--- src/rtl/core_debug_pkg.sv ---
// core_debug_pkg
//   Shared definitions for the debug command controller: debugger command
//   codes, response error codes, the core run-control encoding, the valid
//   register target windows and the controller state enum.
//   No ports (package).
package core_debug_pkg;

   // Debugger command codes (iCMD_COMMAND)
   localparam logic [3:0] CMD_READ_REG   = 4'h0;
   localparam logic [3:0] CMD_WRITE_REG  = 4'h1;
   localparam logic [3:0] CMD_GO         = 4'h8;
   localparam logic [3:0] CMD_INTGO      = 4'h9;
   localparam logic [3:0] CMD_SINGLESTEP = 4'hA;
   localparam logic [3:0] CMD_STOP       = 4'hF;

   // Response error codes (oRESP_ERRCODE)
   localparam logic [2:0] ERR_OK          = 3'd0;
   localparam logic [2:0] ERR_ILLEGAL_CMD = 3'd1;
   localparam logic [2:0] ERR_NOT_STOPPED = 3'd2;
   localparam logic [2:0] ERR_BAD_TARGET  = 3'd3;
   localparam logic [2:0] ERR_TIMEOUT     = 3'd4;

   // Core run-control encoding (oDEBUG_CORE_CMD)
   localparam logic [1:0] CORE_STOP  = 2'd0;
   localparam logic [1:0] CORE_GO    = 2'd1;
   localparam logic [1:0] CORE_INTGO = 2'd2;
   localparam logic [1:0] CORE_STEP  = 2'd3;

   // Register target windows: general registers start at GR_BASE,
   // system registers 64..78, previous-context registers 128..132.
   localparam int unsigned GR_BASE   = 0;
   localparam int unsigned SYS_FIRST = 64;
   localparam int unsigned SYS_LAST  = 78;
   localparam int unsigned PCX_FIRST = 128;
   localparam int unsigned PCX_LAST  = 132;

   typedef enum logic [1:0] {
      ST_IDLE,
      ST_REG_WAIT,
      ST_CORE_WAIT,
      ST_RESP
   } state_t;

   // Translate a run-control debugger command into the core encoding.
   function automatic logic [1:0] core_cmd_map(input logic [3:0] cmd);
      logic [1:0] enc;
      case (cmd)
         CMD_GO:         enc = CORE_GO;
         CMD_INTGO:      enc = CORE_INTGO;
         CMD_SINGLESTEP: enc = CORE_STEP;
         default:        enc = CORE_STOP;
      endcase
      return enc;
   endfunction

endpackage

--- src/rtl/core_debug_ctrl_if.sv ---
// core_debug_ctrl_if
//   Bundles the debugger command/response link, the core run-control
//   handshake and the register-access port of core_debug_ctrl.
//   Modports:
//     slave  - the controller (receives commands, drives core/register ports)
//     master - the environment (debugger, core and register file side)
interface core_debug_ctrl_if #(
   parameter int DATA_W   = 32,
   parameter int TARGET_W = 8
);
   // Debugger command / response
   logic                iCMD_REQ;
   logic                oCMD_BUSY;
   logic [3:0]          iCMD_COMMAND;
   logic [TARGET_W-1:0] iCMD_TARGET;
   logic [DATA_W-1:0]   iCMD_DATA;
   logic                oRESP_VALID;
   logic                oRESP_ERROR;
   logic [2:0]          oRESP_ERRCODE;
   logic [DATA_W-1:0]   oRESP_DATA;
   // Core run control
   logic                oDEBUG_CORE_REQ;
   logic [1:0]          oDEBUG_CORE_CMD;
   logic                iDEBUG_CORE_ACK;
   logic                oCORE_STOPPED;
   // Register access
   logic                oREG_REQ;
   logic                oREG_WE;
   logic [TARGET_W-1:0] oREG_ADDR;
   logic [DATA_W-1:0]   oREG_WDATA;
   logic                iREG_VALID;
   logic [DATA_W-1:0]   iREG_RDATA;

   modport slave (
      input  iCMD_REQ, iCMD_COMMAND, iCMD_TARGET, iCMD_DATA,
             iDEBUG_CORE_ACK, iREG_VALID, iREG_RDATA,
      output oCMD_BUSY, oRESP_VALID, oRESP_ERROR, oRESP_ERRCODE, oRESP_DATA,
             oDEBUG_CORE_REQ, oDEBUG_CORE_CMD, oCORE_STOPPED,
             oREG_REQ, oREG_WE, oREG_ADDR, oREG_WDATA
   );

   modport master (
      output iCMD_REQ, iCMD_COMMAND, iCMD_TARGET, iCMD_DATA,
             iDEBUG_CORE_ACK, iREG_VALID, iREG_RDATA,
      input  oCMD_BUSY, oRESP_VALID, oRESP_ERROR, oRESP_ERRCODE, oRESP_DATA,
             oDEBUG_CORE_REQ, oDEBUG_CORE_CMD, oCORE_STOPPED,
             oREG_REQ, oREG_WE, oREG_ADDR, oREG_WDATA
   );
endinterface

--- src/rtl/core_debug_target_check.sv ---
// core_debug_target_check
//   Combinational register-target validator.
//   Ports:
//     target   in  TARGET_W  register target index
//     valid    out 1         target lies in the GR, system or
//                            previous-context window
module core_debug_target_check
   import core_debug_pkg::*;
#(
   parameter int TARGET_W = 8,
   parameter int NUM_GR   = 32
) (
   input  logic [TARGET_W-1:0] target,
   output logic                valid
);
   logic [31:0] t;

   always_comb begin
      t     = 32'(target);
      valid = (t < GR_BASE + 32'(NUM_GR))
           || (t >= SYS_FIRST && t <= SYS_LAST)
           || (t >= PCX_FIRST && t <= PCX_LAST);
   end
endmodule

--- src/rtl/core_debug_ctrl.sv ---
// core_debug_ctrl
//   Debug command controller between the debugger link and the core.
//   Accepts one command at a time, performs a register access or a core
//   run-control handshake, and returns exactly one response per command.
//   Ports:
//     iCLOCK       in  sole clock, rising edge
//     iRESET_SYNC  in  synchronous active-high reset
//     bus          core_debug_ctrl_if.slave: command/response, core
//                  run-control and register-access signals
module core_debug_ctrl
   import core_debug_pkg::*;
#(
   parameter int DATA_W   = 32,
   parameter int TARGET_W = 8,
   parameter int NUM_GR   = 32,
   parameter int TIMEOUT  = 256
) (
   input  logic             iCLOCK,
   input  logic             iRESET_SYNC,
   core_debug_ctrl_if.slave bus
);
   localparam int               CNT_W    = $clog2(TIMEOUT);
   localparam logic [CNT_W-1:0] TMO_LAST = CNT_W'(TIMEOUT - 1);

   state_t              state, state_nxt;
   logic [3:0]          cmd_q;
   logic [TARGET_W-1:0] target_q;
   logic [DATA_W-1:0]   wdata_q;
   logic [2:0]          errcode_q;
   logic [DATA_W-1:0]   resp_data_q;
   logic                core_stopped_q;
   logic [CNT_W-1:0]    tmo_cnt;

   logic       tgt_ok;
   logic [2:0] accept_err;
   logic       accept;
   logic       resp_load;
   logic       rdata_load;
   logic [2:0] errcode_nxt;
   logic       stopped_nxt;
   logic       tmo_last;

   core_debug_target_check #(
      .TARGET_W (TARGET_W),
      .NUM_GR   (NUM_GR)
   ) u_target_check (
      .target (bus.iCMD_TARGET),
      .valid  (tgt_ok)
   );

   // Error classification of the command presented in IDLE. The case order
   // gives the priority: illegal code, then core not halted, then target.
   always_comb begin
      accept_err = ERR_OK;
      case (bus.iCMD_COMMAND)
         CMD_READ_REG, CMD_WRITE_REG: begin
            if (!core_stopped_q)  accept_err = ERR_NOT_STOPPED;
            else if (!tgt_ok)     accept_err = ERR_BAD_TARGET;
         end
         CMD_SINGLESTEP: begin
            if (!core_stopped_q)  accept_err = ERR_NOT_STOPPED;
         end
         CMD_GO, CMD_INTGO, CMD_STOP: accept_err = ERR_OK;
         default:                     accept_err = ERR_ILLEGAL_CMD;
      endcase
   end

   assign tmo_last = (tmo_cnt == TMO_LAST);

   always_ff @(posedge iCLOCK) begin
      if (iRESET_SYNC) state <= ST_IDLE;
      else             state <= state_nxt;
   end

   // A valid/ack on the final wait cycle is checked before the timeout,
   // so it wins and the command completes normally.
   always_comb begin
      state_nxt   = state;
      accept      = 1'b0;
      resp_load   = 1'b0;
      rdata_load  = 1'b0;
      errcode_nxt = ERR_OK;
      stopped_nxt = core_stopped_q;
      case (state)
         ST_IDLE: begin
            if (bus.iCMD_REQ) begin
               accept      = 1'b1;
               errcode_nxt = accept_err;
               if (accept_err != ERR_OK) begin
                  state_nxt = ST_RESP;
                  resp_load = 1'b1;
               end else if (bus.iCMD_COMMAND == CMD_READ_REG ||
                            bus.iCMD_COMMAND == CMD_WRITE_REG) begin
                  state_nxt = ST_REG_WAIT;
               end else begin
                  state_nxt = ST_CORE_WAIT;
               end
            end
         end
         ST_REG_WAIT: begin
            if (bus.iREG_VALID) begin
               state_nxt  = ST_RESP;
               resp_load  = 1'b1;
               rdata_load = (cmd_q == CMD_READ_REG);
            end else if (tmo_last) begin
               state_nxt   = ST_RESP;
               resp_load   = 1'b1;
               errcode_nxt = ERR_TIMEOUT;
            end
         end
         ST_CORE_WAIT: begin
            if (bus.iDEBUG_CORE_ACK) begin
               state_nxt = ST_RESP;
               resp_load = 1'b1;
               if (cmd_q == CMD_STOP)                            stopped_nxt = 1'b1;
               else if (cmd_q == CMD_GO || cmd_q == CMD_INTGO)   stopped_nxt = 1'b0;
            end else if (tmo_last) begin
               state_nxt   = ST_RESP;
               resp_load   = 1'b1;
               errcode_nxt = ERR_TIMEOUT;
            end
         end
         ST_RESP:  state_nxt = ST_IDLE;
         default:  state_nxt = ST_IDLE;
      endcase
   end

   always_ff @(posedge iCLOCK) begin
      if (iRESET_SYNC) begin
         core_stopped_q <= 1'b0;
         errcode_q      <= ERR_OK;
         resp_data_q    <= '0;
         tmo_cnt        <= '0;
      end else begin
         core_stopped_q <= stopped_nxt;
         if (resp_load) begin
            errcode_q   <= errcode_nxt;
            resp_data_q <= rdata_load ? bus.iREG_RDATA : '0;
         end
         if (accept)
            tmo_cnt <= '0;
         else if (state == ST_REG_WAIT || state == ST_CORE_WAIT)
            tmo_cnt <= tmo_cnt + 1'b1;
      end
   end

   // Command capture; the request outputs are gated by state, so these
   // need no reset to present zeros after reset.
   always_ff @(posedge iCLOCK) begin
      if (accept) begin
         cmd_q    <= bus.iCMD_COMMAND;
         target_q <= bus.iCMD_TARGET;
         wdata_q  <= bus.iCMD_DATA;
      end
   end

   assign bus.oCMD_BUSY       = (state != ST_IDLE);
   assign bus.oRESP_VALID     = (state == ST_RESP);
   assign bus.oRESP_ERRCODE   = errcode_q;
   assign bus.oRESP_ERROR     = (errcode_q != ERR_OK);
   assign bus.oRESP_DATA      = resp_data_q;
   assign bus.oCORE_STOPPED   = core_stopped_q;
   assign bus.oREG_REQ        = (state == ST_REG_WAIT);
   assign bus.oREG_WE         = (state == ST_REG_WAIT) && (cmd_q == CMD_WRITE_REG);
   assign bus.oREG_ADDR       = (state == ST_REG_WAIT) ? target_q : '0;
   assign bus.oREG_WDATA      = (state == ST_REG_WAIT) ? wdata_q  : '0;
   assign bus.oDEBUG_CORE_REQ = (state == ST_CORE_WAIT);
   assign bus.oDEBUG_CORE_CMD = (state == ST_CORE_WAIT) ? core_cmd_map(cmd_q) : CORE_STOP;
endmodule

--- src/flat_wrapper.sv ---
// flat-port wrapper written by rule: the top's interface ports become plain ports
module core_debug_ctrl_flat import core_debug_pkg::*;
#(
   parameter int DATA_W   = 32,
   parameter int TARGET_W = 8,
   parameter int NUM_GR   = 32,
   parameter int TIMEOUT  = 256
)
  (iCLOCK, iRESET_SYNC, bus_iCMD_REQ, bus_iCMD_COMMAND, bus_iCMD_TARGET, bus_iCMD_DATA, bus_iDEBUG_CORE_ACK, bus_iREG_VALID, bus_iREG_RDATA, bus_oCMD_BUSY, bus_oRESP_VALID, bus_oRESP_ERROR, bus_oRESP_ERRCODE, bus_oRESP_DATA, bus_oDEBUG_CORE_REQ, bus_oDEBUG_CORE_CMD, bus_oCORE_STOPPED, bus_oREG_REQ, bus_oREG_WE, bus_oREG_ADDR, bus_oREG_WDATA);
  core_debug_ctrl_if #(.DATA_W(DATA_W), .TARGET_W(TARGET_W)) bus_i ();
  input  logic iCLOCK;
  input  logic iRESET_SYNC;
  input wire logic [$bits(bus_i.iCMD_REQ)-1:0] bus_iCMD_REQ;
  input wire logic [$bits(bus_i.iCMD_COMMAND)-1:0] bus_iCMD_COMMAND;
  input wire logic [$bits(bus_i.iCMD_TARGET)-1:0] bus_iCMD_TARGET;
  input wire logic [$bits(bus_i.iCMD_DATA)-1:0] bus_iCMD_DATA;
  input wire logic [$bits(bus_i.iDEBUG_CORE_ACK)-1:0] bus_iDEBUG_CORE_ACK;
  input wire logic [$bits(bus_i.iREG_VALID)-1:0] bus_iREG_VALID;
  input wire logic [$bits(bus_i.iREG_RDATA)-1:0] bus_iREG_RDATA;
  output wire logic [$bits(bus_i.oCMD_BUSY)-1:0] bus_oCMD_BUSY;
  output wire logic [$bits(bus_i.oRESP_VALID)-1:0] bus_oRESP_VALID;
  output wire logic [$bits(bus_i.oRESP_ERROR)-1:0] bus_oRESP_ERROR;
  output wire logic [$bits(bus_i.oRESP_ERRCODE)-1:0] bus_oRESP_ERRCODE;
  output wire logic [$bits(bus_i.oRESP_DATA)-1:0] bus_oRESP_DATA;
  output wire logic [$bits(bus_i.oDEBUG_CORE_REQ)-1:0] bus_oDEBUG_CORE_REQ;
  output wire logic [$bits(bus_i.oDEBUG_CORE_CMD)-1:0] bus_oDEBUG_CORE_CMD;
  output wire logic [$bits(bus_i.oCORE_STOPPED)-1:0] bus_oCORE_STOPPED;
  output wire logic [$bits(bus_i.oREG_REQ)-1:0] bus_oREG_REQ;
  output wire logic [$bits(bus_i.oREG_WE)-1:0] bus_oREG_WE;
  output wire logic [$bits(bus_i.oREG_ADDR)-1:0] bus_oREG_ADDR;
  output wire logic [$bits(bus_i.oREG_WDATA)-1:0] bus_oREG_WDATA;
  assign bus_i.iCMD_REQ = bus_iCMD_REQ;
  assign bus_i.iCMD_COMMAND = bus_iCMD_COMMAND;
  assign bus_i.iCMD_TARGET = bus_iCMD_TARGET;
  assign bus_i.iCMD_DATA = bus_iCMD_DATA;
  assign bus_i.iDEBUG_CORE_ACK = bus_iDEBUG_CORE_ACK;
  assign bus_i.iREG_VALID = bus_iREG_VALID;
  assign bus_i.iREG_RDATA = bus_iREG_RDATA;
  assign bus_oCMD_BUSY = bus_i.oCMD_BUSY;
  assign bus_oRESP_VALID = bus_i.oRESP_VALID;
  assign bus_oRESP_ERROR = bus_i.oRESP_ERROR;
  assign bus_oRESP_ERRCODE = bus_i.oRESP_ERRCODE;
  assign bus_oRESP_DATA = bus_i.oRESP_DATA;
  assign bus_oDEBUG_CORE_REQ = bus_i.oDEBUG_CORE_REQ;
  assign bus_oDEBUG_CORE_CMD = bus_i.oDEBUG_CORE_CMD;
  assign bus_oCORE_STOPPED = bus_i.oCORE_STOPPED;
  assign bus_oREG_REQ = bus_i.oREG_REQ;
  assign bus_oREG_WE = bus_i.oREG_WE;
  assign bus_oREG_ADDR = bus_i.oREG_ADDR;
  assign bus_oREG_WDATA = bus_i.oREG_WDATA;
  core_debug_ctrl #(.DATA_W(DATA_W), .TARGET_W(TARGET_W), .NUM_GR(NUM_GR), .TIMEOUT(TIMEOUT)) u_core (.iCLOCK(iCLOCK), .iRESET_SYNC(iRESET_SYNC), .bus(bus_i));
endmodule
--- config.mk ---
export PLATFORM = sky130hd
export DESIGN_NAME = core_debug_ctrl_flat
export DESIGN_NICKNAME = d
export VERILOG_FILES = /design/src/rtl/core_debug_pkg.sv /design/src/rtl/core_debug_ctrl_if.sv /design/src/rtl/core_debug_target_check.sv /design/src/rtl/core_debug_ctrl.sv /design/src/flat_wrapper.sv
export SDC_FILE = /design/constraint.sdc
export NUM_CORES = 1
export LEC_CHECK = 0
export ABC_AREA = 1
export CORE_ASPECT_RATIO = 1.2
export CORE_MARGIN = 3
export CORE_UTILIZATION = 43
export CTS_CLUSTER_SIZE = 30
export DETAILED_ROUTE_END_ITERATION = 7
export MAX_ROUTING_LAYER = met4
export PLACE_DENSITY_LB_ADDON = 0.08
export SLEW_MARGIN = 25
export SYNTH_ARGS = -nofsm -noshare
export SYNTH_HDL_FRONTEND = slang
export SYNTH_SLANG_ARGS = --single-unit
--- constraint.sdc ---
create_clock -name iCLOCK -period 2.6 [get_ports iCLOCK]
set_clock_uncertainty 0.05 [all_clocks]
set_input_delay 0.26 -clock iCLOCK [delete_from_list [all_inputs] [get_ports iCLOCK]]
set_output_delay 0.26 -clock iCLOCK [all_outputs]
set_load 0.01 [all_outputs]
Yosys cells after proc, flatten, opt, wreduce, memory -nomap -nowiden
Index checks and enable logic that the tools add are counted.
{"block": "totals", "register_bits": 90, "output_inout_bits": 84, "word_cells": 81}
{"block": "classes", "add_sub_neg": 1, "n_lt_le_gt_ge": 5, "n_eq_ne": 15, "mux": 33, "n_reduce_logical": 19}
{"operator": "2-to-1 mux 32 bit", "count": 2}
{"operator": "== test 4 bit, second input constant", "count": 8}
{"operator": "2-to-1 mux 2 bit", "count": 9}
{"operator": "one-hot mux 3 bit (3 select lines)", "count": 2}
{"operator": "2-to-1 mux 3 bit", "count": 5}
{"operator": "2-to-1 mux 1 bit", "count": 11}
{"operator": "adder 8 x 1 -> 8 bit, second input constant", "count": 1}
{"operator": "== test 4 x 1 -> 1 bit, second input constant", "count": 2}
{"operator": "== test 8 bit, second input constant", "count": 1}
{"operator": "greater-or-equal comparator 8 x 7 -> 1 bit, second input constant", "count": 1}
{"operator": "greater-or-equal comparator 8 bit, second input constant", "count": 1}
{"operator": "less-or-equal comparator 8 x 7 -> 1 bit, second input constant", "count": 1}
{"operator": "less-or-equal comparator 8 bit, second input constant", "count": 1}
{"operator": "zero test 4 bit", "count": 2}
{"operator": "less-than comparator 8 x 6 -> 1 bit, second input constant", "count": 1}
{"operator": "2-to-1 mux 8 bit", "count": 1}
{"operator": "one-hot mux 2 bit (4 select lines)", "count": 1}
{"operator": "one-hot mux 2 bit (3 select lines)", "count": 1}
{"operator": "nonzero test 3 bit", "count": 2}
{"operator": "logical OR 1 bit", "count": 5}
{"operator": "== test 2 bit, second input constant", "count": 2}
{"operator": "nonzero test 2 bit", "count": 2}
{"operator": "OR reduction 2 bit", "count": 2}
{"operator": "logical AND 1 bit", "count": 3}
{"operator": "other kinds (6)", "count": 6}

Longest topological paths before layout
Gate-level depths: netlist (run 1).
{"block": "logic_depth", "ltp_word": 11, "ltp_mapped": 14}

Hierarchy
Synthesis (run 1) repeated with hierarchy kept, for this count alone.
{"block": "hier_totals", "cells_unflattened": 534, "area_unflattened_um2": 4171.5}
{"mod": "core_debug_ctrl", "n_inst": 1, "cells_per_inst": 519, "area_per_inst_um2": 4108.9, "seq_area_each_um2": 2242.2}
{"mod": "core_debug_target_check", "n_inst": 1, "cells_per_inst": 15, "area_per_inst_um2": 62.6, "seq_area_each_um2": 0.0}

Worst setup path before layout (run 1)
No wires, ideal clock.
{"block": "synth_timing", "path_type": "reg2reg", "start": "register u_core.state[0]", "end": "register u_core.resp_data_q[0] (netlist: u_core.bus.oRESP_DATA[0])", "setup_time_ns": 0.115, "arrival_time_ns": 2.205, "t_required_ns": 2.435, "path_slack_ns": 0.230, "path_stages_with_launch": 11, "path_buffers": 1, "synth_period_minus_slack_ns": 2.370, "cell_sequence": "dfxtp_1 > inv_1 > ha_1 > nand2_1 > inv_1 > nand2_1 > nand2_2 > buf_2 > nand3_1 > nand2_1 > nor2_1"}
{"block": "synth_via", "elab_chain_cells": 3, "word_cells_on_any_way": 6, "cone_classes": "eq/ne: 2; mux: 3; reduce/logical: 1"}
{"element": "start, declared", "line": "core_debug_ctrl.sv:25", "source": "state_t state, state_nxt;"}
{"element": "start signal, assigned", "line": "core_debug_ctrl.sv:72", "source": "else state <= state_nxt;"}
{"element": "== test 2 x 1 -> 1 bit", "line": "core_debug_ctrl.sv:84", "source": "case (state)"}
{"element": "2-to-1 mux 1 bit", "line": "core_debug_ctrl.sv:84"}
{"element": "2-to-1 mux 32 bit", "line": "core_debug_ctrl.sv:138", "source": "resp_data_q <= rdata_load ? bus.iREG_RDATA : '0;"}
{"element": "end signal, assigned", "line": "core_debug_ctrl.sv:138"}
{"element": "end, declared", "line": "core_debug_ctrl.sv:30", "source": "logic [DATA_W-1:0] resp_data_q;"}
Several ways; a longest one is shown, not always the timed one.
A chain may end at the register's enable or synchronous reset.

Final worst setup path (run 1)
{"block": "layout_timing", "start": "register u_core.state[1]", "end": "output bus_oREG_WDATA[18]"}
{"block": "layout_via", "elab_chain_cells": 2}
{"element": "== test 2 x 1 -> 1 bit", "line": "core_debug_ctrl.sv:166", "source": "assign bus.oREG_WDATA = (state == ST_REG_WAIT) ? wdata_q : '0;"}
{"element": "2-to-1 mux 32 bit", "line": "core_debug_ctrl.sv:166"}
{"element": "end, declared", "line": "flat_wrapper.sv:31", "source": "output wire logic [$bits(bus_i.oREG_WDATA)-1:0] bus_oREG_WDATA;"}
Every way passes these cells.

==> metrics.md, run 1 <==
| Metric | Value |
|---|---|
| Grt ovf | `0` |
| Ys Warns | `0` |
| WS Path Type | `reg -> out` |
| Final wirelength | `between 9000 and 10,000 um` |
| Mean post-synth cell area | `about 8.3 um^2` |
| Clock slew at reported path FFs | `approximately 90 ps` |
| Lkg Pwr | `2.55 nW` |
| Layout cell share with drive strength beyond 1 | `0.0490` |
| Pwr/cell area | `roughly 990 nW/um^2` |
| Reg2Reg Depth | `11` |
| Clk buf depth | `2` |
| Placed insts | `around 760` |
| Fin cells | `773` |
| Remaining DRCs | `0` |
| Worst VDD drop | `about 630 uV` |
| Width of the die | `between 90 and 100 um` |
| Pin count of the biggest net entering global routing | `between 70 and 80` |
| Initial Util | `0.447` |
| Total CTS buffers | `9` |
| Gate Count Post-Synth | `between 400 and 500` |
| FF-to-FF Start | `u_core.tmo_cnt[0]$_SDFFE_PP0N_` |
| Vias | `between 3k and 4k` |
| Routed vias/inst | `4.69` |
| Critical Path RT | `roughly 2300 ps` |
| TritonCTS sink count | `90` |
| DR pass1 iterations | `4` |
| Worst Path Arrival | `roughly 2000 ps` |
| Crit. End Element | `output pin` |
| Die Ht | `between 100 and 150 um` |
| Seq cells post-synth | `90` |
| Slew HR | `0.592` |
| Ant diodes | `0` |
| Min Tclk post-route | `around 2400 ps` |
| Detailed placer's ending HPWL | `approximately 7000 um` |
| Die area | `10,700 um^2` |
| Total Routing Usage GR | `0.188` |
| Clock Tree Root | `clkbuf_8` |
| Worst setup SP type | `flip-flop` |
| Hold crit path type | `in -> reg` |
| Port-buffer cells | `around 160` |
| DR iter-0 viols | `about 150` |
| Ys flop type | `dfxtp_1` |
| Crit Reg-Reg Endpoint | `u_core.bus.oRESP_DATA[22]$_SDFFE_PP0P_` |
| Post-Syn Area | `slightly above 4000 um^2` |
| Setup_tns | `0 ps` |
| First-pass GRT wire length | `15,500 um` |
| RSZ-0062 raised after global routing | `false` |
| Final Hold Viols | `0` |
| Pins Over Slew Limit | `0` |
| Crit Path Max Fanout | `43` |
| I/O pin count | `approximately 170` |
| Initial antenna violation count | `0` |
| Hold Crit Endpoint | `u_core.wdata_q[9]$_DFFE_PP_` |
| H-tree lvl count | `3` |
| Syn nets | `580` |
| Final nets | `about 740` |
| Sequential element share of the synthesized area | `0.549` |
| GP Congestion | `about 0.85` |
| Count of different cell masters after synthesis | `34` |
| Final ANT Viol Nets | `0` |
| Area Growth Syn to Fin | `46.4%` |
| FF/Latch Area | `~2200 um^2` |
| Flop2flop setup slack | `~700 ps` |
| WHS Path Cells | `1` |
| Commonest non-fill, non-tap cells in the layout | `164 x clkdlybuf4s50_1, 141 x nand2_1, 58 x inv_1` |
| Commonest non-fill, non-tap cell in the layout | `clkdlybuf4s50_1` |
| Number of fill cells | `approximately 800` |
| Post-synth EDFFs | `44` |
| Core Region | `around 9100 um^2` |
| Final setup viols | `0` |
| Worst skew pair latency | `roughly 350 ps` |
| Max-Cap Viols | `0` |
| Multi-input gate area | `roughly 1500 um^2` |
| Worst-Margin Slew | `611 ps` |
| TritonCTS clock tree | `built` |
| Avg WL per Cell | `12.8 um` |
| FFs w/ async S/R, synth | `0` |
| Status | `complete, no violations` |
| Worst Hold Launch | `bus_iCMD_DATA[9]` |
| Maximum clock frequency | `~420 MHz` |
| Vias in the first global route | `roughly 3.3k` |
| Row count | `38` |
| Crit share post-route | `0.905` |
==> worst max path at each step <==
stage	from	end	slack (ps)	cells past startpoint
5_1_grt	u_core.state[1]$_SDFFE_PP0P_	bus_oREG_WDATA[18]	90	6
3_5_place_dp	bus_iCMD_COMMAND[1]	u_core.bus.oRESP_DATA[22]$_SDFFE_PP0P_	420	10
4_1_cts	u_core.state[1]$_SDFFE_PP0P_	bus_oREG_WDATA[18]	120	6
2_1_floorplan	u_core.state[0]$_SDFFE_PP0P_	u_core.bus.oRESP_DATA[0]$_SDFFE_PP0P_	230	10
6_report	u_core.state[1]$_SDFFE_PP0P_	bus_oREG_WDATA[18]	250	6
3_3_place_gp	bus_iCMD_TARGET[6]	u_core.bus.oRESP_DATA[27]$_SDFFE_PP0P_	530	15
==> critical path: stages, from the launching register on <==
cell and delay, ps:
dfxtp_1 350, inv_1 120, ha_1 210, buf_6 300, nand2_1 100, inv_1 70
clkdlybuf4s50_1 530
==> routing by layer <==
layer | GRT usage | vias up | wire [um]
met2 | 0.306 | 121 | 4730
met1 | 0.232 | 1609 | 4290
li1 | - | 1883 | -
met5 | - | - | 0
met4 | 0.0597 | 0 | 163
met3 | 0.0439 | 13 | 681
==> registers in the layout, summed over array words and instances (netlist names) <==
name                      cells
u_core.target_q               8
u_core.wdata_q               32
u_core.cmd_q                  4
u_core.tmo_cnt                8
u_core.state                  2
u_core.bus.oRESP_DATA        32
u_core.bus.oCORE_STOPPED      1
u_core.bus.oRESP_ERRCODE      3
==> timing repair <==
item	in CTS	in global routing
hold buffers	0	0
buffers inserted	0	0
resized for setup	0	1
setup endpoints to repair	0	2
==> layout make-up <==
class | count | area share
sequential | 90 | 0.375
inverter | 63 | 0.0396
clock inverter | 7 | 0.00775
timing repair buffer | 170 | 0.287
tap | 120 | 0.0251
multi-input combinational | 314 | 0.245
clock buffer | 9 | 0.0207
==> power breakdown <==
part / switching (mW) / internal, mW / total, mW
combinational: 1.46 / 1.41 / 2.87
clock: 0.498 / 0.343 / 0.842
sequential: 0.225 / 1.97 / 2.19
total: 2.18 / 3.72 / 5.90
==> cells in the mapped netlist, types with 3 or more instances <==
cell type	n	area share
nand2_1	141	0.13
inv_1	59	0.054
a21oi_1	46	0.056
dfxtp_1	46	0.23
nor2_1	46	0.042
edfxtp_1	44	0.32
nand3_1	43	0.053
buf_2	8	0.0098
clkbuf_1	7	0.0064
ha_1	6	0.018
nor3_1	6	0.0074
buf_1	5	0.0046
buf_4	3	0.0055
buf_6	3	0.0083
inv_2	3	0.0028
o21ai_0	3	0.0037
==> per-stage QoR <==
stage                     power [mW]  setup WS, ps  instance area (um^2)  hold WS (ps)   util
after global routing            6.36          86.1                  5980           380  0.655
final                           5.90           247                  5980           403  0.655
after CTS                       5.96           119                  5970           389  0.654
after floorplan                 3.78           230                  4080           279      -
after detailed placement        5.11           425                  5800           410  0.636
after global placement          5.03           532                  5800           400  0.636
==> kinds of logic (layout without fill, tap and decap cells) <==
family / Yosys count / after routing / synth area share
flops: 90 / 90 / 0.549
fa+ha+maj: 6 / 6 / 0.0184
xor+xnor: 3 / 3 / 0.00644
compound gates: 58 / 58 / 0.0748
buf+inv: 89 / 249 / 0.0926
simple gates: 247 / 247 / 0.258
No activity file was read; power rests on OpenSTA's default activity.
==> inputs of run 2 (changes only) <==
--- a/config.mk
+++ b/config.mk
@@ -8,7 +8,7 @@
 export ABC_AREA = 1
 export CORE_ASPECT_RATIO = 1.2
 export CORE_MARGIN = 3
-export CORE_UTILIZATION = 43
+export CORE_UTILIZATION = 39
 export CTS_CLUSTER_SIZE = 30
 export DETAILED_ROUTE_END_ITERATION = 7
 export MAX_ROUTING_LAYER = met4
@@ -16,4 +16,5 @@
 export SLEW_MARGIN = 25
 export SYNTH_ARGS = -nofsm -noshare
 export SYNTH_HDL_FRONTEND = slang
+export SYNTH_HIERARCHICAL = 1
 export SYNTH_SLANG_ARGS = --single-unit
==> constraint.sdc (replaced) <==
create_clock -name iCLOCK -period 2 [get_ports iCLOCK]
set_clock_uncertainty 0.05 [all_clocks]
set_input_delay 0.2 -clock iCLOCK [delete_from_list [all_inputs] [get_ports iCLOCK]]
set_output_delay 0.2 -clock iCLOCK [all_outputs]
set_load 0.01 [all_outputs]
==> metrics.md, run 2 <==
| Metric | Value |
|---|---|
| Core Util, Final | `0.638` |
| Mux contribution to synthesized area | `0` |
| Ys flop type | `dfxtp_1` |
| Area Growth Syn to Fin | `56.2%` |
| Hold Crit Endpoint | `u_core/wdata_q[14]$_DFFE_PP_` |
| Worst-Margin Slew | `around 370 ps` |
| Maximum clock frequency | `around 520 MHz` |
| Hold crit path type | `in -> reg` |
| Clk buf depth | `2` |
| Top cell family by delay on the critical path | `buffers and inverters` |
| Die area | `~12,000 um^2` |
| Fin cells | `around 840` |
| Post-place setup slack | `-127 ps` |
| Count of different cell masters after synthesis | `32` |
| Detailed placer's ending HPWL | `between 7000 and 8000 um` |
| Routed vias/inst | `between 4 and 5` |
| Port-buffer cells | `164` |
| Slowest-stage cell, CP | `dfxtp_4` |
| Ant diodes | `0` |
| Met2 Usage GRT | `0.312` |
| First-pass GRT wire length | `roughly 18,000 um` |
| Crit Reg-Reg Endpoint | `u_core/bus.oRESP_DATA[0]$_SDFFE_PP0P_` |
| Initial Util | `0.409` |
| H-tree lvl count | `3` |
| DR pass1 iterations | `4` |
| Crit share post-route | `0.958` |
| Avg WL per Cell | `12.9 um` |
| Setup ws final | `83.1 ps` |
| Internal power | `5.59 mW` |
| TritonCTS clock tree | `built` |
| Vias in the first global route | `3,686` |
| Crit. End Element | `output pin` |
| Post-synthesis adder-cell area fraction | `0.0210` |
| Slew HR | `0.756` |
| Grt peak-use layer | `met2` |
| Lkg Pwr | `approximately 3.1 nW` |
| Total Routing Usage GR | `0.190` |
| Post-Syn Area | `about 4200 um^2` |
| Hold Buf Count CTS | `0` |
| Clock Tree Root | `clkbuf_16` |
| Mean post-synth cell area | `7.81 um^2` |
| FF/Latch Area | `~2200 um^2` |
| Final wirelength | `between 10,000 and 15,000 um` |
| FF-to-FF Start | `u_core/state[1]$_SDFFE_PP0P_` |
| Xor and xnor area share after synthesis | `0` |
| FFs w/ async S/R, synth | `0` |
| TritonCTS sink count | `90` |
| Synth cell count leaders | `151 x nand2_1, 91 x inv_1, 68 x nor2_1` |
| Initial antenna violation count | `0` |
| Placed Instance Area | `6070 um^2` |
| Cell taking the most area after synthesis | `edfxtp_1` |
| Final nets | `slightly below 800` |
| Comb power frac | `0.458` |
| Largest family of logic cells by synthesized area | `simple AND/OR/NAND/NOR gates` |
| WHS Path Cells | `1` |
| Crit Path Max Fanout | `10` |
| Post-synthesis compound-gate area fraction | `0.0546` |
| Worst skew pair latency | `~330 ps` |
| Final ANT Viol Nets | `0` |
| Flop2flop setup slack | `200 ps` |
| Clock slew at reported path FFs | `around 70 ps` |
| Grt ovf | `0` |
| Number of fill cells | `a little over 900` |
| Setup_tns | `0 ps` |
| DR iter-0 viols | `just over 200` |
| Worst path bufs/invs | `5` |
| Commonest non-fill, non-tap cells in the layout | `149 x nand2_1, 120 x clkdlybuf4s50_1, 88 x inv_1` |
| Ys Warns | `6` |
| CP max stage delay | `between 300 and 400 ps` |
| Fin area | `approximately 6500 um^2` |
| Vias | `3,891` |
| I/O pin count | `165` |
| Width of the die | `about 100 um` |
| WS Path Type | `reg -> out` |
| GP Congestion | `between 0.8 and 0.9` |
| Hold Slack | `between 300 and 400 ps` |
| Yosys top cell area share | `0.317` |
| Die Ht | `between 100 and 150 um` |
| Synth area leaders | `edfxtp_1 32%, dfxtp_1 22%, nand2_1 14%` |
| Syn nets | `622` |
| Commonest non-fill, non-tap cell in the layout | `nand2_1` |
| Switching power | `roughly 2.9 mW` |
| CP cell instances | `inv_4 -> ha_4 -> buf_4 -> bufbuf_16 -> nand2_1 -> inv_1 -> clkdlybuf4s15_1` |
| Sw frac | `0.340` |
| Sequential element share of the synthesized area | `0.537` |
| Tot Pwr | `8.46 mW` |
| Worst Path Arrival | `roughly 1700 ps` |
| Worst Hold Launch | `bus_iCMD_DATA[14]` |
| Pin count of the biggest net entering global routing | `54` |
| Multi-input gate area | `~1500 um^2` |
| Row count | `40` |
| Register share of total power | `0.333` |
| Remaining DRCs | `0` |
| GRT met1 Usage | `0.232` |
| Gate Count Post-Synth | `534` |
| Worst VDD drop | `approximately 690 uV` |
| Status | `complete, no violations` |
| Post-synth EDFFs | `44` |
| Simple-gate portion of the synthesized area | `0.274` |
| Critical Path RT | `~1800 ps` |
| Pwr/cell area | `1300 nW/um^2` |
| Worst setup SP type | `flip-flop` |
| RSZ-0062 raised after global routing | `false` |
| Final Hold Viols | `0` |
| Reg2Reg Depth | `11` |
| Clock power frac | `0.209` |
| Most common cell in the synthesized netlist | `nand2_1` |
| Total CTS buffers | `9` |
| Min Tclk post-route | `approximately 1900 ps` |
| Pins Over Slew Limit | `0` |
| Placed insts | `between 800 and 900` |
| Layout cell share with drive strength beyond 1 | `0.0912` |
| Max-Cap Viols | `0` |
| Seq cells post-synth | `90` |
| Final setup viols | `0` |
| GRT met3 Usage | `0.0457` |
| Core Region | `between 10,000 and 15,000 um^2` |
run 2: cell count changes in the layout (fill, tap and decap cells not counted), moves of 4 or more:
cell             delta
inv_1              +30
buf_4               +9
clkbuf_8            -9
dlygate4sd2_1      +33
buf_12              +4
clkdlybuf4s50_1    -44
nand2_1             +8
nor2_1             +22
clkdlybuf4s15_1    +10
nand3_1            -10
a21oi_1            -14
clkbuf_16           +9
run 2: power by group through the flow:
stage               combinational [mW]  clock [mW]  sequential (mW)
floorplan                         1.85           0             2.94
global placement                  3.68           0             2.82
detailed placement                3.75           0             2.83
CTS                               3.88        1.83             2.81
global route                      4.30        1.93             2.88
finish                            3.87        1.77             2.82
run 2: worst max path at each step:
stage                                             from  cells past startpoint  slack (ps)                                      to
final                     u_core/state[1]$_SDFFE_PP0P_                      7          80                      bus_oREG_WDATA[22]
after global placement              bus_iCMD_TARGET[0]                     17         -70  u_core/bus.oRESP_DATA[16]$_SDFFE_PP0P_
after detailed placement            bus_iCMD_TARGET[0]                     17        -130  u_core/bus.oRESP_DATA[17]$_SDFFE_PP0P_
after floorplan           u_core/state[0]$_SDFFE_PP0P_                     11        -100  u_core/bus.oRESP_DATA[30]$_SDFFE_PP0P_
after global routing      u_core/state[1]$_SDFFE_PP0P_                      7           6                      bus_oREG_WDATA[22]
after CTS                 u_core/state[1]$_SDFFE_PP0P_                      7          20                        bus_oREG_ADDR[5]
run 2: timing repair:
action | in CTS | in global routing
endpoints found under the setup margin | 44 | 18
gates resized for setup | 51 | 17
buffers inserted | 3 | 0
cloned | 3 | 0
run 2: cell families after synthesis:
kind of cell / Yosys count
AND/OR/NAND/NOR: 274
AO/OA/AOI/OAI: 44
buffers and inverters: 119
flip-flops: 90
adder cells (fa/ha/maj): 7
run 2: layer usage:
| metal | part of all wire | up-vias | wire (um) |
|---|---|---|---|
| li1 | - | 1994 | - |
| met1 | 0.43 | 1765 | 4590 |
| met2 | 0.51 | 126 | 5520 |
| met3 | 0.056 | 6 | 606 |
| met4 | 0.0067 | 0 | 72 |
| met5 | 0 | - | 0 |
run 2: layout make-up:
cell class                      count  area share
Clock inverter                      6      0.0140
Inverter                           97      0.0568
Clock buffer                       10      0.0351
Sequential cell                    90       0.345
Timing Repair Buffer              185       0.291
Multi-Input combinational cell    325       0.233
Tap cell                          126      0.0242
==> inputs of run 3 (changes only) <==
--- a/config.mk
+++ b/config.mk
@@ -9,8 +9,10 @@
 export CORE_ASPECT_RATIO = 1.2
 export CORE_MARGIN = 3
 export CORE_UTILIZATION = 39
+export CTS_CLUSTER_DIAMETER = 120
 export CTS_CLUSTER_SIZE = 30
 export DETAILED_ROUTE_END_ITERATION = 7
+export GPL_TIMING_DRIVEN = 0
 export MAX_ROUTING_LAYER = met4
 export PLACE_DENSITY_LB_ADDON = 0.08
 export SLEW_MARGIN = 25
==> metrics.md, run 3 (same netlist as run 2, synthesis figures left out) <==
| Metric | Value |
|---|---|
| Critical Path RT | `about 1800 ps` |
| Routed vias/inst | `around 4.6` |
| Commonest non-fill, non-tap cell in the layout | `nand2_1` |
| Width of the die | `~100 um` |
| Initial Util | `0.409` |
| Status | `complete, no violations` |
| Worst VDD drop | `roughly 700 uV` |
| Initial antenna violation count | `0` |
| Vias | `~3.9k` |
| Lkg Pwr | `~3.3 nW` |
| Pins Over Slew Limit | `0` |
| GP Congestion | `0.832` |
| Hold Buf Count CTS | `0` |
| Area Growth Syn to Fin | `54.7%` |
| Crit Path Max Fanout | `10` |
| Worst skew pair latency | `between 300 and 400 ps` |
| Final ANT Viol Nets | `0` |
| Ant diodes | `0` |
| Placed Instance Area | `5990 um^2` |
| Die Ht | `119 um` |
| Hold Slack | `between 90 and 100 ps` |
| TritonCTS clock tree | `built` |
| Total CTS buffers | `9` |
| First-pass GRT wire length | `between 15,000 and 20,000 um` |
| TritonCTS sink count | `90` |
| Fin cells | `about 850` |
| Worst Path Arrival | `1670 ps` |
| Fin area | `approximately 6500 um^2` |
| Worst-Margin Slew | `538 ps` |
| Pwr/cell area | `around 1300 nW/um^2` |
| DR pass1 iterations | `4` |
| Tot Pwr | `slightly above 8 mW` |
| Setup_tns | `0 ps` |
| Slew HR | `0.640` |
| Port-buffer cells | `approximately 160` |
| Maximum clock frequency | `about 520 MHz` |
| Clock Tree Root | `clkbuf_16` |
| Final wirelength | `11,100 um` |
| Min Tclk post-route | `around 1900 ps` |
| Core Util, Final | `0.632` |
| Clk buf depth | `2` |
| Max-Cap Viols | `0` |
| Avg WL per Cell | `roughly 13 um` |
| Final Hold Viols | `0` |
| Worst setup SP type | `flip-flop` |
| Grt ovf | `0` |
| WS Path Type | `reg -> out` |
| I/O pin count | `about 170` |
| Layout cell share with drive strength beyond 1 | `0.0875` |
| Crit share post-route | `0.960` |
| Final setup viols | `0` |
| Remaining DRCs | `0` |
| Clock slew at reported path FFs | `60 ps` |
| Crit. End Element | `output pin` |
| Total Routing Usage GR | `0.185` |
| Vias in the first global route | `about 3.6k` |
| Setup ws final | `81.0 ps` |
| Die area | `between 10,000 and 15,000 um^2` |
| Commonest non-fill, non-tap cells in the layout | `149 x nand2_1, 118 x clkdlybuf4s50_1, 88 x inv_1` |
| Placed insts | `around 820` |
| Detailed placer's ending HPWL | `around 8100 um` |
| Post-place setup slack | `-610 ps` |
| Row count | `40` |
| DR iter-0 viols | `approximately 130` |
| Final nets | `804` |
| Hold crit path type | `in -> reg` |
| Core Region | `between 10,000 and 15,000 um^2` |
| H-tree lvl count | `3` |
| Pin count of the biggest net entering global routing | `25` |
==> run 3: final cells by class <==
| cell class | count | area, um^2 |
|---|---|---|
| Inverter | 97 | 368 |
| Clock buffer | 11 | 233 |
| Fill cell | 906 | 3760 |
| Sequential cell | 90 | 2250 |
| Clock inverter | 4 | 43.8 |
| Multi-Input combinational cell | 325 | 1520 |
| Timing Repair inverter | 2 | 12.5 |
| Tap cell | 126 | 158 |
| Timing Repair Buffer | 169 | 1710 |
| Buffer | 22 | 161 |
==> run 3: per-layer routing <==
layer	up-vias	global-route usage	routed length (um)
met1	1694	0.218	4620
met5	-	-	0
met3	17	0.0340	688
li1	2009	-	-
met4	0	0.0674	201
met2	132	0.313	5550
==> run 3: final timing paths <==
check                                 startpoint                                      to  slack [ps]  depth (start not counted)
setup / recovery    u_core/state[1]$_SDFFE_PP0P_                      bus_oREG_WDATA[16]          80                          7
setup reg to reg    u_core/state[1]$_SDFFE_PP0P_  u_core/bus.oRESP_DATA[17]$_SDFFE_PP0P_         160                         10
hold / removal                bus_iCMD_TARGET[1]            u_core/target_q[1]$_DFFE_PP_         100                          1
hold reg to reg   u_core/tmo_cnt[7]$_SDFFE_PP0N_          u_core/tmo_cnt[7]$_SDFFE_PP0N_         430                          2
==> run 3: critical path, cell delays in order (launching register included) <==
cell	delay [ps]
dfxtp_4	360
inv_2	90
ha_2	190
clkbuf_8	170
clkbuf_8	170
nand2_1	50
inv_1	40
dlygate4sd2_1	250
==> run 3: where the power goes <==
group	switching, mW	leakage [nW]	internal [mW]	total (mW)
Combinational	1.93	2.39	1.81	3.74
Sequential	0.275	0.793	2.53	2.80
Clock	0.661	0.137	0.954	1.62
==> run 3: repair_timing <==
item,CTS,global route
buffers inserted,1,4
gates resized for setup,43,54
cloned,2,0
setup endpoints to repair,130,65
pin swaps,1,3
